$ cat src/rtl/nec_ir_decoder.sv
// NEC IR receiver decoder.
// Converts the raw, active-low demodulated IR receiver output into the 8-bit
// command code for the motor direction controller. ir_code is non-zero only
// while a button is held. A valid frame starts the hold and NEC repeat codes
// refresh it. When the hold timer runs out, ir_code returns to 0x00.
//
// Ports:
//   clk        system clock
//   rst        asynchronous active-high reset
//   ir_rx      raw IR receiver output, asynchronous, 0 = mark, idle high
//   ir_code    decoded command while held, else 0x00
//   code_valid one-clk pulse per newly decoded frame
//   code_hold  high while the command is held
//   frame_err  one-clk pulse on any rejected frame
//
// State table:
//   IDLE        | waiting for a leader mark
//   LEAD_MARK   | inside the 9 ms leader mark
//   LEAD_SPACE  | leader space; its length selects data frame or repeat code
//   BIT_MARK    | inside a bit mark, or the stop mark once 32 bits are in
//   BIT_SPACE   | bit space; its length gives the bit value
//   REPEAT_MARK | stop mark of a repeat code
module nec_ir_decoder #(
   parameter int TICKS_PER_US     = 50,
   parameter int LEAD_MARK_US     = 9000,
   parameter int LEAD_SPACE_US    = 4500,
   parameter int REPEAT_SPACE_US  = 2250,
   parameter int BIT_MARK_US      = 560,
   parameter int ZERO_SPACE_US    = 560,
   parameter int ONE_SPACE_US     = 1690,
   parameter int FRAME_TIMEOUT_US = 20000,
   parameter int HOLD_US          = 120000,
   parameter int ADDR_CHECK       = 0
) (
   input  logic       clk,
   input  logic       rst,
   input  logic       ir_rx,
   output logic [7:0] ir_code,
   output logic       code_valid,
   output logic       code_hold,
   output logic       frame_err
);

   localparam int PW = (TICKS_PER_US > 1) ? $clog2(TICKS_PER_US) : 1;
   localparam int DW = $clog2(FRAME_TIMEOUT_US + 1);
   localparam int HW = $clog2(HOLD_US + 1);

   typedef enum logic [2:0] {
      IDLE, LEAD_MARK, LEAD_SPACE, BIT_MARK, BIT_SPACE, REPEAT_MARK
   } state_t;

   state_t          state;
   logic            sync0, sync1, sync_prev;
   logic            rise_r, fall_r;
   logic [PW-1:0]   presc;
   logic            tick;
   logic [DW-1:0]   d;
   logic [HW-1:0]   hold_cnt;
   logic [5:0]      bitcnt;
   logic [31:0]     sr;
   logic            bit_mark_ok, frame_pass, frame_ok, repeat_ok;

   // Checks that d is within +/-25 % of the nominal duration.
   function automatic logic in_win(input logic [DW-1:0] dur, input int nom);
      int lo;
      int hi;
      lo = nom - nom / 4;
      hi = nom + nom / 4;
      return (int'(dur) >= lo) && (int'(dur) <= hi);
   endfunction

   // Two-flop synchronizer followed by a registered edge detector.
   always_ff @(posedge clk or posedge rst) begin
      if (rst) begin
         sync0     <= 1'b1;
         sync1     <= 1'b1;
         sync_prev <= 1'b1;
         rise_r    <= 1'b0;
         fall_r    <= 1'b0;
      end else begin
         sync0     <= ir_rx;
         sync1     <= sync0;
         sync_prev <= sync1;
         rise_r    <= sync1 & ~sync_prev;
         fall_r    <= ~sync1 & sync_prev;
      end
   end

   assign tick = (presc == PW'(TICKS_PER_US - 1));

   always_ff @(posedge clk or posedge rst) begin
      if (rst) begin
         presc <= '0;
      end else if (tick) begin
         presc <= '0;
      end else begin
         presc <= presc + PW'(1);
      end
   end

   // Microsecond duration since the last edge, saturating at the timeout.
   always_ff @(posedge clk or posedge rst) begin
      if (rst) begin
         d <= '0;
      end else if (rise_r || fall_r) begin
         d <= '0;
      end else if (tick && (d != DW'(FRAME_TIMEOUT_US))) begin
         d <= d + DW'(1);
      end
   end

   always_comb begin
      bit_mark_ok = in_win(d, BIT_MARK_US);
      frame_pass  = (sr[23:16] == ~sr[31:24]) &&
                    ((ADDR_CHECK == 0) || (sr[7:0] == ~sr[15:8]));
      frame_ok    = (state == BIT_MARK) && rise_r && bit_mark_ok &&
                    (bitcnt == 6'd32) && frame_pass;
      repeat_ok   = (state == REPEAT_MARK) && rise_r && bit_mark_ok;
   end

   always_ff @(posedge clk or posedge rst) begin
      if (rst) begin
         state      <= IDLE;
         ir_code    <= 8'h00;
         code_valid <= 1'b0;
         code_hold  <= 1'b0;
         frame_err  <= 1'b0;
         hold_cnt   <= '0;
         bitcnt     <= '0;
         sr         <= '0;
      end else begin
         code_valid <= 1'b0;
         frame_err  <= 1'b0;

         // A load or reload takes priority over expiry in the same cycle.
         if (frame_ok) begin
            ir_code    <= sr[23:16];
            code_valid <= 1'b1;
            code_hold  <= 1'b1;
            hold_cnt   <= HW'(HOLD_US);
         end else if (repeat_ok && code_hold) begin
            hold_cnt <= HW'(HOLD_US);
         end else if (code_hold && tick) begin
            if (hold_cnt == HW'(1)) begin
               hold_cnt  <= '0;
               code_hold <= 1'b0;
               ir_code   <= 8'h00;
            end else begin
               hold_cnt <= hold_cnt - HW'(1);
            end
         end

         case (state)
            IDLE: begin
               if (fall_r) state <= LEAD_MARK;
            end
            LEAD_MARK: begin
               if (rise_r) begin
                  if (in_win(d, LEAD_MARK_US)) begin
                     state <= LEAD_SPACE;
                  end else begin
                     frame_err <= 1'b1;
                     state     <= IDLE;
                  end
               end
            end
            LEAD_SPACE: begin
               if (fall_r) begin
                  if (in_win(d, LEAD_SPACE_US)) begin
                     bitcnt <= '0;
                     state  <= BIT_MARK;
                  end else if (in_win(d, REPEAT_SPACE_US)) begin
                     state <= REPEAT_MARK;
                  end else begin
                     frame_err <= 1'b1;
                     state     <= IDLE;
                  end
               end
            end
            BIT_MARK: begin
               if (rise_r) begin
                  if (!bit_mark_ok) begin
                     frame_err <= 1'b1;
                     state     <= IDLE;
                  end else if (bitcnt == 6'd32) begin
                     if (!frame_pass) frame_err <= 1'b1;
                     state <= IDLE;
                  end else begin
                     state <= BIT_SPACE;
                  end
               end
            end
            BIT_SPACE: begin
               if (fall_r) begin
                  if (in_win(d, ZERO_SPACE_US)) begin
                     sr     <= {1'b0, sr[31:1]};
                     bitcnt <= bitcnt + 6'd1;
                     state  <= BIT_MARK;
                  end else if (in_win(d, ONE_SPACE_US)) begin
                     sr     <= {1'b1, sr[31:1]};
                     bitcnt <= bitcnt + 6'd1;
                     state  <= BIT_MARK;
                  end else begin
                     frame_err <= 1'b1;
                     state     <= IDLE;
                  end
               end
            end
            REPEAT_MARK: begin
               if (rise_r) begin
                  if (!bit_mark_ok) frame_err <= 1'b1;
                  state <= IDLE;
               end
            end
            default: state <= IDLE;
         endcase

         // A mark or space stuck past the timeout aborts the frame.
         if ((state != IDLE) && !rise_r && !fall_r &&
             (d == DW'(FRAME_TIMEOUT_US))) begin
            frame_err <= 1'b1;
            state     <= IDLE;
         end
      end
   end

endmodule

$ cat config.mk
export PLATFORM = sky130hd
export DESIGN_NAME = nec_ir_decoder
export DESIGN_NICKNAME = d
export VERILOG_FILES = /design/src/rtl/nec_ir_decoder.sv
export SDC_FILE = /design/constraint.sdc
export NUM_CORES = 1
export LEC_CHECK = 0
export CORE_MARGIN = 2
export CORE_UTILIZATION = 40
export DETAILED_ROUTE_END_ITERATION = 7
export GPL_TIMING_DRIVEN = 0
export SYNTH_ARGS = -nofsm -noshare
export SYNTH_HDL_FRONTEND = slang
export SYNTH_SLANG_ARGS = --single-unit
$ cat constraint.sdc
create_clock -name clk -period 2.3 [get_ports clk]
set_clock_uncertainty 0.05 [all_clocks]
set_input_delay 0.23 -clock clk [delete_from_list [all_inputs] [get_ports clk]]
set_output_delay 0.23 -clock clk [all_outputs]
set_load 0.02 [all_outputs]
==> flow_summary_export.csv <==
group,metric,value,unit
synth,synth_cell_type_count,67,
setup_path,r2r_slack,-0.05,ns
finish,final_area,5655,sq um
setup_path,cp_slowest_stage_delay,0.49,ns
cts,tritoncts,"done",
floorplan,ioPinCount,14,
synth,synth_seq_cells,79,
drt,drtIter0Drc,328,
synth,syn_area,4542,sq um
cts,cts.clk_slew.worst_paths,0.06,ns
timing,max_freq,425.0,MHz
cts,clockBufferDepth,2,
pwr,powerDensity,502.4,nW/um^2
pwr,p_seq_share,49.6,%
setup_path,endpoint_kind,"flip-flop",
pwr,switching_share,21.92,%
cts,htreeDepth,3,
global_route,grt_usage,18.12,%
synth,ys.flop_type,"dfrtp_1",
drt,route.detailed.drc,0,
floorplan,die_area,12220,sq um
floorplan,die_x,110.6,microns
finish,final_cells,662,
timing,finalSetupViolations,16,
floorplan,die_y,110.6,microns
finish,final_net_count,530,
finish,drive_above_1_share,24.14,%
timing,slew_viol_final,0,
cts,clk_latency,0.34,ns
run_status,status,"finished, violations left",
pwr,p_total,2.841,mW
setup_path,worstPathCellList,"or2_4 > or4_4 > a311oi_4 > buf_6 > o211ai_4 > a21boi_4 > mux2_4",
drt,avgRoutedWirePerCell,16.68,microns
pwr,ir_drop,0.0004753,V
timing,timing.final.crit_share,102.3,%
global_route,grt_pass1_vias,3560,
synth,synthTopCellsByCount,"dfrtp_1, nor2_1, nand2_1",
pwr,switchingPower,0.6229,mW
setup_path,cp_max_fo,7,
finish,diodes,0,
global_route,grt-ovfl-total,0,
finish,syn_to_final_growth,24.52,%
setup_path,crit_type,"flip-flop to flip-flop",
global_route,grt_first_pass_wirelength,18210,microns
cts,cts_buffers,9,
timing,fin_crit,2.353,ns
global_route,grt_antenna_before_repair,0,
pwr,p_clk_share,47.6,%
synth,synthCells,470,
pwr,p_leak,2.552,nW
synth,synth.largest_area_cell,"dfrtp_1",
timing,timing.final.ws_setup,-0.05319,ns
drt,num_vias,3765,
floorplan,floorplan.initialDensity,41.35,%
placement,hpwl,7281,microns
global_route,grt_max_degree,68,
drt,wirelength,11040,microns
run_status,violations,"setup timing",
setup_path,worstSetupStartpointType,"flip-flop",
synth,post_synth.cell_area_avg,9.664,sq um
synth,synth_seq_area_share,43.61,%
worst_hold_path,hold_class,"input port to async pin",
drt,via_per_inst,5.687,
synth,syn-num-nets,483,
drt,first_pass_iters,5,
synth,yosysWarnings,0,
placement,io_buffers,13,
synth,synth_most_common_cell,"dfrtp_1",
timing,tightest_slew,0.5178,ns
setup_path,cp_slowest_cell,"or4_4",
pwr,p_comb_share,2.8,%
pwr,internal_power,2.219,mW
setup_path,critPathArrivalTime,2.52,ns
finish,fillers,1004,
finish,fin_util,51.49,%
placement,placed_cell_area,4890,sq um
floorplan,rows,38,
placement,gp_congestion,0.8961,
synth,async_reset_ff_share,100.0,%
timing,finalHoldViolCount,0,
placement,dp_cells,624,
synth,synthDominantCellAreaShare,41.87,%
timing,rsz0062_at_grt,"yes",
floorplan,coreArea,10980,sq um
setup_path,cp.required,2.47,ns
cts,cts.sinks,79,
timing,maxSlewHeadroom,65.48,%
cts,clockRootBuffer,"clkbuf_16",
drt,postRouteAntennaNets,0,
flow_run,max_cap_viol_count,0,
synth,synth-edff-count,0,
placement,dp_slack,-0.4102,ns
synth,synth.area.top_cells,"dfrtp_1, mux2_4, nor2_1, nand2_1, ha_1",
-- cell usage in the layout, fill, tap and decap left out, drive strengths merged, types with 3 or more instances in the layout --
| cell | n |
|---|---|
| dfrtp | 76 |
| nor2 | 56 |
| nand2 | 36 |
| buf | 35 |
| clkbuf | 28 |
| nor3 | 23 |
| nand3 | 20 |
| o21ai | 19 |
| mux2 | 16 |
| a21oi | 15 |
| inv | 14 |
| clkdlybuf4s50 | 13 |
| xnor2 | 12 |
| xor2 | 12 |
| nand4 | 12 |
| nor4 | 11 |
| ha | 10 |
| a22o | 9 |
| and3 | 8 |
| nor2b | 7 |
| nand4b | 6 |
| or3 | 6 |
| nor3b | 5 |
| mux2i | 5 |
| nand2b | 5 |
| a22oi | 5 |
| or2 | 5 |
| nand3b | 3 |
| o22a | 3 |
| a211o | 3 |
| dfstp | 3 |
| nor4b | 3 |
| o211ai | 3 |
-- flip-flops by register name, indices dropped and copies added (netlist names) --
register and flops:
rise_r 1, hold_cnt 17, ir_code 8, state 3, bitcnt 6, sync1 1
code_hold 1, sync_prev 1, presc 6, sr 16, fall_r 1, sync0 1
code_valid 1, frame_err 1, d 15
-- power by group through the flow --
stage / combinational [mW] / sequential (mW) / clock (mW)
after floorplan: 0.0495 / 1.43 / 0
after global placement: 0.0763 / 1.43 / 0
after detailed placement: 0.0829 / 1.43 / 0
after CTS: 0.0837 / 1.41 / 1.38
after global routing: 0.0940 / 1.41 / 1.45
final: 0.0796 / 1.41 / 1.35
-- per-stage QoR --
step	hold WS, ns	setup TNS [ns]
after global placement	0.3013	-126.51
final	0.1084	-0.7159
after floorplan	0.1845	-1.028
after global routing	0.1270	-1.585
after detailed placement	0.3004	-17.78
after CTS	0.1141	-0.6576
-- per-layer routing --
metal  vias to the layer above  GRT usage [%]  part of all wire, %
li1                       1795              -                    -
met5                         -              0                    0
met3                        16          4.665                  4.4
met4                         0          4.583                 0.97
met2                        86          28.79                   48
met1                      1868          24.77                   47
-- final timing paths --
path,cells past startpoint,to,startpoint
min,2,hold_cnt[10],rst
min reg2reg,0,sync1,sync0
max in group asynchronous,3,sync_prev,rst
max reg2reg,7,bitcnt[0],d[1]
max,7,bitcnt[0],d[1]
min in group clk,1,sync0,ir_rx
-- final cells by class --
type | instances | area (sq um) | area share (%)
multi-input combinational | 352 | 2631 | 46.53
buffer | 24 | 185.2 | 3.274
clock inverter | 2 | 13.76 | 0.2434
tap | 140 | 175.2 | 3.097
inverter | 13 | 51.30 | 0.9071
clock buffer | 14 | 264.0 | 4.668
sequential | 79 | 1989 | 35.18
timing repair buffer | 38 | 345.3 | 6.106
-- logic make-up (layout without fill, tap and decap cells) --
group / Yosys count / in the layout / synth area share, %
multiplexers: 21 / 21 / 6.226
XOR/XNOR: 24 / 24 / 4.628
AND/OR/NAND/NOR: 216 / 216 / 25.34
flip-flops: 79 / 79 / 43.61
buffers and inverters: 39 / 91 / 4.022
AO/OA/AOI/OAI: 81 / 81 / 13.42
adder cells (fa/ha/maj): 10 / 10 / 2.755
-- repair_timing --
action	in CTS	in global routing
pin swaps	6	11
hold endpoints to repair	0	0
resized for setup	35	49
setup buffers	14	10
endpoints found under the setup margin	61	59
hold buffers	0	0
-- worst max-delay path, delay by kind of cell, from the launching register on --
family | cells | cell delay, ns
compound gates | 3 | 0.56
buf+inv | 1 | 0.17
simple gates | 2 | 0.75
flops | 1 | 0.41
mux | 1 | 0.29
Note: power is estimated with default switching activity, not from simulation.
